[config.mk]
export PLATFORM = sky130hd
export DESIGN_NAME = adc_frame_streamer
export DESIGN_NICKNAME = d
export VERILOG_FILES = /design/src/rtl/adc_frame_streamer_pkg.sv /design/src/rtl/adc_frame_streamer_uart_byte_handshake.sv /design/src/rtl/adc_frame_streamer.sv
export SDC_FILE = /design/constraint.sdc
export NUM_CORES = 1
export LEC_CHECK = 0
export ABC_AREA = 1
export BUFFER_PORTS_ARGS = -buffer_cell sky130_fd_sc_hd__buf_2
export CAP_MARGIN = 20
export CORE_MARGIN = 2
export CORE_UTILIZATION = 50
export DETAILED_ROUTE_END_ITERATION = 6
export PLACE_DENSITY = 0.66
export SETUP_SLACK_MARGIN = 0.4
export SLEW_MARGIN = 20
export SYNTH_ARGS = -nofsm -noshare
export SYNTH_HDL_FRONTEND = slang
export SYNTH_SLANG_ARGS = --single-unit
export TNS_END_PERCENT = 1
[constraint.sdc]
create_clock -name clk -period 4.2 [get_ports clk]
set_input_delay 0.21 -clock clk [delete_from_list [all_inputs] [get_ports clk]]
set_output_delay 0.21 -clock clk [all_outputs]
set_load 0.01 [all_outputs]
[src/rtl/adc_frame_streamer_pkg.sv]
// rtl/adc_frame_streamer_pkg.sv - framing constants, opcodes and FSM encoding for adc_frame_streamer
package adc_frame_streamer_pkg;

    localparam logic [7:0] FRAME_HDR   = 8'hA5;
    localparam logic [7:0] SEL_ALL     = 8'hFF;

    localparam logic [7:0] CMD_CH_BASE = 8'h31;
    localparam logic [7:0] CMD_ALL     = 8'h41;
    localparam logic [7:0] CMD_START   = 8'h53;
    localparam logic [7:0] CMD_STOP    = 8'h58;

    typedef enum logic [1:0] {
        ST_IDLE = 2'd0,
        ST_LOAD = 2'd1,
        ST_SEND = 2'd2,
        ST_ACK  = 2'd3
    } state_e;

endpackage

[src/rtl/adc_frame_streamer_uart_byte_handshake.sv]
// rtl/adc_frame_streamer_uart_byte_handshake.sv - one-byte write strobe / tx_ready handshake toward a UART TX
module adc_frame_streamer_uart_byte_handshake (
    input  logic       clk,
    input  logic       reset_b,
    input  logic       send_en,
    input  logic       ack_en,
    input  logic [7:0] byte_in,
    input  logic       tx_ready,
    output logic       sent,
    output logic       acked,
    output logic [7:0] tx_data,
    output logic       tx_write_en
);

    logic [7:0] tx_data_q, tx_data_d;
    logic       tx_write_en_q, tx_write_en_d;

    // Strobe once when the UART is ready; the byte is then held until the next strobe.
    always_comb begin
        sent          = send_en & tx_ready;
        acked         = ack_en & ~tx_ready;
        tx_write_en_d = sent;
        tx_data_d     = sent ? byte_in : tx_data_q;
    end

    // Output registers, cleared immediately by reset so a frame in flight is abandoned.
    always_ff @(posedge clk or negedge reset_b) begin
        if (!reset_b) begin
            tx_data_q     <= '0;
            tx_write_en_q <= 1'b0;
        end else begin
            tx_data_q     <= tx_data_d;
            tx_write_en_q <= tx_write_en_d;
        end
    end

    assign tx_data     = tx_data_q;
    assign tx_write_en = tx_write_en_q;

endmodule

[src/rtl/adc_frame_streamer.sv]
// rtl/adc_frame_streamer.sv - snapshot N_CH ADC channels and frame them for UART TX (optional FRAME_CHECKSUM_EN)
module adc_frame_streamer
    import adc_frame_streamer_pkg::*;
#(
    parameter int N_CH  = 4,
    parameter int ADC_W = 10,
    parameter int DECIM = 1
) (
    input  logic                  clk,
    input  logic                  reset_b,
    input  logic [N_CH-1:0]       sample_valid,
    input  logic [N_CH*ADC_W-1:0] sample_data,
    input  logic [7:0]            rx_data,
    input  logic                  rx_ready,
    input  logic                  tx_ready,
    output logic [7:0]            tx_data,
    output logic                  tx_write_en,
    output logic                  busy,
    output logic                  stream_on,
    output logic                  overrun
);

    logic [ADC_W-1:0] shadow_q [N_CH];
    logic [ADC_W-1:0] shadow_d [N_CH];
    logic [ADC_W-1:0] frame_q  [N_CH];
    logic [ADC_W-1:0] frame_d  [N_CH];
    logic [N_CH-1:0]  fresh_q, fresh_d;
    logic             snap_done_q, snap_done_d;
    state_e           state_q, state_d;
    logic [7:0]       sel_q, sel_d;
    logic [4:0]       idx_q, idx_d;
    logic             pend_valid_q, pend_valid_d;
    logic [7:0]       pend_sel_q, pend_sel_d;
    logic             stream_on_q, stream_on_d;
    logic             overrun_q, overrun_d;
    logic [15:0]      decim_q, decim_d;

    logic             is_oneshot, stream_fire;
    logic [7:0]       os_sel;
    logic [4:0]       last_idx, k;
    logic [3:0]       ch;
    logic [15:0]      data16;
    logic [7:0]       cur_byte;
    logic             hs_sent, hs_acked;

`ifdef FRAME_CHECKSUM_EN
    localparam logic [4:0] CSUM_BYTES = 5'd1;
    logic [7:0] csum_q, csum_d;

    // Running XOR of every byte after the header, restarted for each frame.
    always_comb begin
        csum_d = csum_q;
        if (state_q == ST_LOAD) begin
            csum_d = '0;
        end else if (hs_sent && idx_q != 5'd0) begin
            csum_d = csum_q ^ cur_byte;
        end
    end

    // Checksum register.
    always_ff @(posedge clk or negedge reset_b) begin
        if (!reset_b) csum_q <= '0;
        else          csum_q <= csum_d;
    end
`else
    localparam logic [4:0] CSUM_BYTES = 5'd0;
`endif

    // Capture: shadow regs and fresh bits; in stream mode a full set is consumed as one snapshot.
    always_comb begin
        fresh_d = fresh_q;
        if (stream_on_q && (&fresh_q)) fresh_d = '0;
        fresh_d     = fresh_d | sample_valid;
        snap_done_d = (&fresh_q) && !(stream_on_q && snap_done_q);
        for (int i = 0; i < N_CH; i++) begin
            shadow_d[i] = sample_valid[i] ? sample_data[i*ADC_W +: ADC_W] : shadow_q[i];
        end
    end

    // Command decode, stream decimation/overrun, pending slot and frame FSM next state.
    always_comb begin
        state_d      = state_q;
        sel_d        = sel_q;
        idx_d        = idx_q;
        pend_valid_d = pend_valid_q;
        pend_sel_d   = pend_sel_q;
        stream_on_d  = stream_on_q;
        overrun_d    = overrun_q;
        decim_d      = decim_q;
        frame_d      = frame_q;
        is_oneshot   = 1'b0;
        os_sel       = SEL_ALL;
        stream_fire  = 1'b0;

        if (snap_done_q && stream_on_q) begin
            if (decim_q == 16'(DECIM - 1)) begin
                decim_d     = '0;
                stream_fire = 1'b1;
            end else begin
                decim_d = decim_q + 16'd1;
            end
            if (state_q != ST_IDLE) overrun_d = 1'b1;
        end

        if (rx_ready) begin
            if (rx_data >= CMD_CH_BASE && rx_data < CMD_CH_BASE + 8'(N_CH)) begin
                is_oneshot = 1'b1;
                os_sel     = rx_data - CMD_CH_BASE;
            end else if (rx_data == CMD_ALL) begin
                is_oneshot = 1'b1;
            end else if (rx_data == CMD_START) begin
                stream_on_d = 1'b1;
                decim_d     = '0;
            end else if (rx_data == CMD_STOP) begin
                stream_on_d = 1'b0;
                overrun_d   = 1'b0;
            end
        end

        case (state_q)
            ST_IDLE: begin
                if (pend_valid_q) begin
                    sel_d        = pend_sel_q;
                    state_d      = ST_LOAD;
                    pend_valid_d = is_oneshot;
                    pend_sel_d   = is_oneshot ? os_sel : pend_sel_q;
                end else if (is_oneshot) begin
                    sel_d   = os_sel;
                    state_d = ST_LOAD;
                end else if (stream_fire) begin
                    sel_d   = SEL_ALL;
                    state_d = ST_LOAD;
                end
            end
            ST_LOAD: begin
                frame_d = shadow_q;
                idx_d   = '0;
                state_d = ST_SEND;
            end
            ST_SEND: begin
                if (hs_sent) state_d = ST_ACK;
            end
            default: begin
                if (hs_acked) begin
                    if (idx_q == last_idx) begin
                        state_d = ST_IDLE;
                    end else begin
                        idx_d   = idx_q + 5'd1;
                        state_d = ST_SEND;
                    end
                end
            end
        endcase

        if (state_q != ST_IDLE && is_oneshot) begin
            pend_valid_d = 1'b1;
            pend_sel_d   = os_sel;
        end
    end

    // Byte selection: header, SEL, then MSB/LSB pairs of the selected channels.
    always_comb begin
        last_idx = ((sel_q == SEL_ALL) ? 5'(1 + 2 * N_CH) : 5'd3) + CSUM_BYTES;
        k        = idx_q - 5'd2;
        ch       = (sel_q == SEL_ALL) ? k[4:1] : sel_q[3:0];
        data16   = '0;
        for (int c = 0; c < N_CH; c++) begin
            if (4'(c) == ch) data16 = 16'(frame_q[c]);
        end
        if (idx_q == 5'd0) begin
            cur_byte = FRAME_HDR;
        end else if (idx_q == 5'd1) begin
            cur_byte = sel_q;
`ifdef FRAME_CHECKSUM_EN
        end else if (idx_q == last_idx) begin
            cur_byte = csum_q;
`endif
        end else if (k[0]) begin
            cur_byte = data16[7:0];
        end else begin
            cur_byte = data16[15:8];
        end
    end

    // State registers.
    always_ff @(posedge clk or negedge reset_b) begin
        if (!reset_b) begin
            for (int i = 0; i < N_CH; i++) begin
                shadow_q[i] <= '0;
                frame_q[i]  <= '0;
            end
            fresh_q      <= '0;
            snap_done_q  <= 1'b0;
            state_q      <= ST_IDLE;
            sel_q        <= '0;
            idx_q        <= '0;
            pend_valid_q <= 1'b0;
            pend_sel_q   <= '0;
            stream_on_q  <= 1'b0;
            overrun_q    <= 1'b0;
            decim_q      <= '0;
        end else begin
            shadow_q     <= shadow_d;
            frame_q      <= frame_d;
            fresh_q      <= fresh_d;
            snap_done_q  <= snap_done_d;
            state_q      <= state_d;
            sel_q        <= sel_d;
            idx_q        <= idx_d;
            pend_valid_q <= pend_valid_d;
            pend_sel_q   <= pend_sel_d;
            stream_on_q  <= stream_on_d;
            overrun_q    <= overrun_d;
            decim_q      <= decim_d;
        end
    end

    adc_frame_streamer_uart_byte_handshake u_hs (
        .clk         (clk),
        .reset_b     (reset_b),
        .send_en     (state_q == ST_SEND),
        .ack_en      (state_q == ST_ACK),
        .byte_in     (cur_byte),
        .tx_ready    (tx_ready),
        .sent        (hs_sent),
        .acked       (hs_acked),
        .tx_data     (tx_data),
        .tx_write_en (tx_write_en)
    );

    assign busy      = (state_q != ST_IDLE);
    assign stream_on = stream_on_q;
    assign overrun   = overrun_q;

endmodule
==> summary by stage <==
Routing
The routed layout has 5024 vias. The total iterations of the first detailed-routing run is 4. In the final routing, the length of wire on met1 measures 6.865 mm. The count of nets left with antenna violations once routing finished came out at 0. Detailed routing placed a total of 6.682 mm of wire on met2. Dividing the detail-routed via count by the number of cells gives 4.960. The average routed wire per standard cell is 13.93 µm. The initial DRC count is 247.

The highest metal layer used by the detailed router is met4. After detailed routing, the number of remaining DRC violations is 0. Summed over all layers, the routed wires come to 14.11 mm. The routed design uses 446 µm of met3 wire.

Timing
Clock skew on the completed layout was measured at 0.01234 ns. The clock period could shrink to 2.452 ns. The worst pin sits at a relative slew slack of 49.32%. The count of endpoints failing hold in the final timing report is 0. The maximum clock frequency is 407.8 MHz. The setup TNS is 0 ns. The period utilization is 58.38%. Setup violations remaining at the end of the flow were counted as 0. The count of pins over their slew limit is 0. The worst-margin pin slew is 0.7575 ns.

Setup repair after global routing left no endpoint under its margin.

Clocking
The latest clock arrival within the worst-skew pair is 0.42 ns. The largest buffer count on any clock path is 2. CTS built an H-tree with a depth of 4. In this run the clock root is driven by a clkbuf_16.

TritonCTS built the clock tree. The number of buffers added by the clock tree synthesis step is 17. The clock net in this run drives a total of 136 sinks.

The clock-pin slew of the registers on the worst-case setup and hold paths is 0.06 ns.

Min path
The end point of the worst hold path is shadow_q[1]$_DFFE_PN0P_. The worst hold path class is input pin to flip-flop. The worst hold path was traced through 3 stages. The worst hold path begins at sample_data[31].

Synthesis
The most used flip-flop cell after synthesis is dfrtp_1. Yosys mapped a number of flops with a built-in enable equal to 0. Summing every instance area after synthesis gives 6462 µm².

In this run, synthesis produced a sequential element count of 136. Summing the sequential cell areas from Yosys gives 52.66% of the chip area. The number of different library cells used by synthesis comes to 43. The number of nets handed over by synthesis was 821. The share of Yosys cell area claimed by the top area cell type is 52.66%.

By area the synthesized netlist is led by dfrtp_1 53%, nand2_1 11%, o21ai_0 7.0%. The cell taking the most area after synthesis is dfrtp_1. The synthesized area per cell is 8.628 µm².

Counting every instance in the synthesized netlist gives 749. The number of warnings issued by yosys is 0. For this run, asynchronously set or reset flops after synthesis account for 100.0%.

GRT
The global-route usage over all layers is 21.79%. The number of antenna violations at the first check in global routing is 0. The wire length of the first global-routing pass is 23.92 mm. The via count of the first global-routing pass is 4977. The pin count of the biggest net entering global routing is 83.

Global routing finished with a remaining overflow of 0.

Layout
The number of diodes added for antenna fixing is 0. Relative to the synthesized area, the layout overhead comes to 17.77%. The final instance area is 7611 µm². The sequential cells in the finished layout cover a total of 3403 µm². After filler insertion, the fill cell instance count of the layout stands at 1108. At the end of the flow, the number of nets in the layout was 901. In the final layout, the multi-input gates occupy 2555 µm². Of the cells placed in the final design, the portion with a size suffix greater than 1 is 16.05%.

Pwr
For this design the static power due to leakage is 0.003877 µW. The power density over the cells is 616.0 nW/µm². The switching part of the total power is 35.87%. The net switching power is 1682 µW. The power share of the clock group is 29.5%. The combinational cell fraction of total power is 28.5%.

The power share of the sequential group is 42.0%. The internal power of the cells is 3007 µW. Across the VDD grid, the largest voltage drop is 0.0002500 V.

Worst setup path
Setup slack on the worst reg-to-reg path comes out at 1.75 ns. The most numerous cell on the critical path is inv_1. The worst setup path is captured at a flip-flop. The critical path data arrival time is 2.76 ns.

Measured in cells, the most critical reg-to-reg path has a length of 12. Counting buffers and inverters, the worst setup path is 12 cells deep. Grouping stages by cell kind, the critical path spends the most delay in simple AND/OR/NAND/NOR gates. Traced cell by cell, the critical path runs through inv_1 -> ha_1 -> inv_1 -> nor2_1 -> nor2_1 -> nand2_2 -> nor2_4 -> a21oi_1 -> nand2_1 -> nand3_1 -> nand2_1 -> inv_1. The maximum fanout encountered on the critical timing path is 11. The delay of the slowest critical-path stage is 0.58 ns. The endpoint of the worst-slack reg-to-reg timing path is u_hs.tx_data[0]$_DFFE_PN0P_. The critical setup path kind is flip-flop to flip-flop. The startpoint identified for the worst register-to-register timing path is idx_q[1]$_DFFE_PN0P_. The highest-delay cell along the critical path is nor2_1. The number of buffers and inverters on the critical path is 3. STA classifies the critical path startpoint as a flip-flop. The data required time at the worst endpoint is 4.51 ns.

Floorplan
The chip height is 117.7 µm. The count of standard-cell rows is 41. The effective utilization at floorplan is 51.21%. The floorplan core area is 12620 µm². 68 I/O pins were placed. The die is 117.7 µm wide.

The floorplan step defined a die boundary enclosing 13850 µm².

Place
The final weighted congestion in routability-driven placement is 0.8452. The placed cell area is 6928 µm². After legalization and detailed placement, the total HPWL measured 10.10 mm. The count of buffers inserted at the top-level ports is 67.

Job
The tool flagged a number of max-cap violations equal to 0.

Status
The run finished with clean final reports.
[cells in the mapped netlist (2+ instances only)]
cell type  number
a21oi_2         3
or2_2           2
nor3_2          2
nand3_1        43
xor2_1          8
nand4_1         7
nand2_1       183
nor2_1         41
o21bai_1        5
xnor2_1         2
nor2_4          2
o211ai_1       10
nor2_2          2
dfrtp_1       136
inv_1         103
buf_6           2
clkbuf_1       17
inv_2           2
a31oi_1         4
ha_1           16
a21oi_1        27
nand2_2         7
mux2_2         11
o21ai_0        90
nor3_1          6
[per-layer routing]
layer	vias up	global-route usage [%]
met2	89	34.52
met3	8	5.233
met5	-	0
li1	2569	-
met4	0	7.831
met1	2358	29.36
[kinds of logic after synthesis]
group	share of synthesized area [%]
buffers and inverters	7.802
AO/OA/AOI/OAI	12.66
AND/OR/NAND/NOR	20.35
XOR/XNOR	1.355
multiplexers	2.072
flip-flops	52.66
adder cells (fa/ha/maj)	3.098
[state kept, by name (all words and copies together), names as in the netlist, 2 cells and up]
| register | count |
|---|---|
| frame_q | 40 |
| shadow_q | 40 |
| decim_q | 16 |
| pend_sel_q | 8 |
| sel_q | 8 |
| u_hs.tx_data | 8 |
| idx_q | 5 |
| fresh_q | 4 |
| state_q | 2 |
[power by group through the flow]
stage                     Combinational [µW]  Sequential [µW]  Clock, µW
final                                   1340             1970       1380
after global routing                    1540             2020       1460
after CTS                               1350             1970       1410
after detailed placement                1330             1990          0
after global placement                  1280             1980          0
after floorplan                          996             1910          0
[timing repair]
item                                   CTS  global route
resized for setup                        0             0
hold buffers                            13             0
endpoints found under the hold margin   16             0
setup buffers                            0             0
[worst register-to-register path, stage by stage, from the launching register on]
cell     delay (ns)
dfrtp_1        0.45
inv_1          0.15
ha_1           0.32
inv_1          0.07
nor2_1         0.05
nor2_1         0.58
nand2_2        0.14
nor2_4         0.25
a21oi_1        0.10
nand2_1        0.08
nand3_1        0.07
nand2_1        0.07
inv_1          0.04
[per-stage QoR]
step / setup WS, ns / utilization [%] / hold WS, ns / power (µW) / instances
2_1_floorplan: 2.258 / - / -0.08559 / 2904 / 749
3_3_place_gp: 1.836 / 54.90 / 0.4181 / 3262 / 969
3_5_place_dp: 1.743 / 54.90 / 0.4235 / 3315 / 969
4_1_cts: 1.738 / 60.28 / 0.0001660 / 4725 / 1013
5_1_grt: 1.505 / 60.31 / 0.003654 / 5019 / 1013
6_report: 1.748 / 60.31 / 0.009664 / 4689 / 1013
[how the worst max path moves through the flow]
stage                                    start  slack [ns]                           to
after detailed placement  idx_q[1]$_DFFE_PN0P_        1.74  u_hs.tx_data[0]$_DFFE_PN0P_
after global routing      idx_q[1]$_DFFE_PN0P_        1.50  u_hs.tx_data[0]$_DFFE_PN0P_
after CTS                 idx_q[1]$_DFFE_PN0P_        1.74  u_hs.tx_data[0]$_DFFE_PN0P_
after global placement    idx_q[1]$_DFFE_PN0P_        1.84  u_hs.tx_data[0]$_DFFE_PN0P_
final                     idx_q[1]$_DFFE_PN0P_        1.75  u_hs.tx_data[0]$_DFFE_PN0P_
after floorplan           idx_q[1]$_DFFE_PN0P_        2.26  u_hs.tx_data[0]$_DFFE_PN0P_
[cell usage in the layout (no fill, tap or decap), types with 3 or more instances in the layout]
cell type / count
inv_1: 103
o21bai_1: 5
nand2_1: 183
clkbuf_16: 17
clkinv_2: 6
buf_2: 66
nor3_1: 6
nand3_1: 43
o21ai_0: 90
a21oi_1: 27
clkbuf_8: 3
o211ai_1: 10
nor2_1: 41
dlygate4sd3_1: 13
nand4_1: 7
ha_1: 16
mux2_2: 11
dfrtp_1: 136
nand2_2: 7
a21oi_2: 3
a31oi_1: 4
buf_4: 3
xor2_1: 8
[cell type report]
| type | count | area share [%] |
|---|---|---|
| sequential | 136 | 44.71 |
| multi-input combinational | 486 | 33.57 |
| timing repair buffer | 83 | 6.494 |
| clock buffer | 22 | 6.230 |
| inverter | 105 | 5.178 |
| tap | 172 | 2.828 |
| clock inverter | 9 | 0.9864 |
No activity file was read; power rests on OpenSTA's default activity.
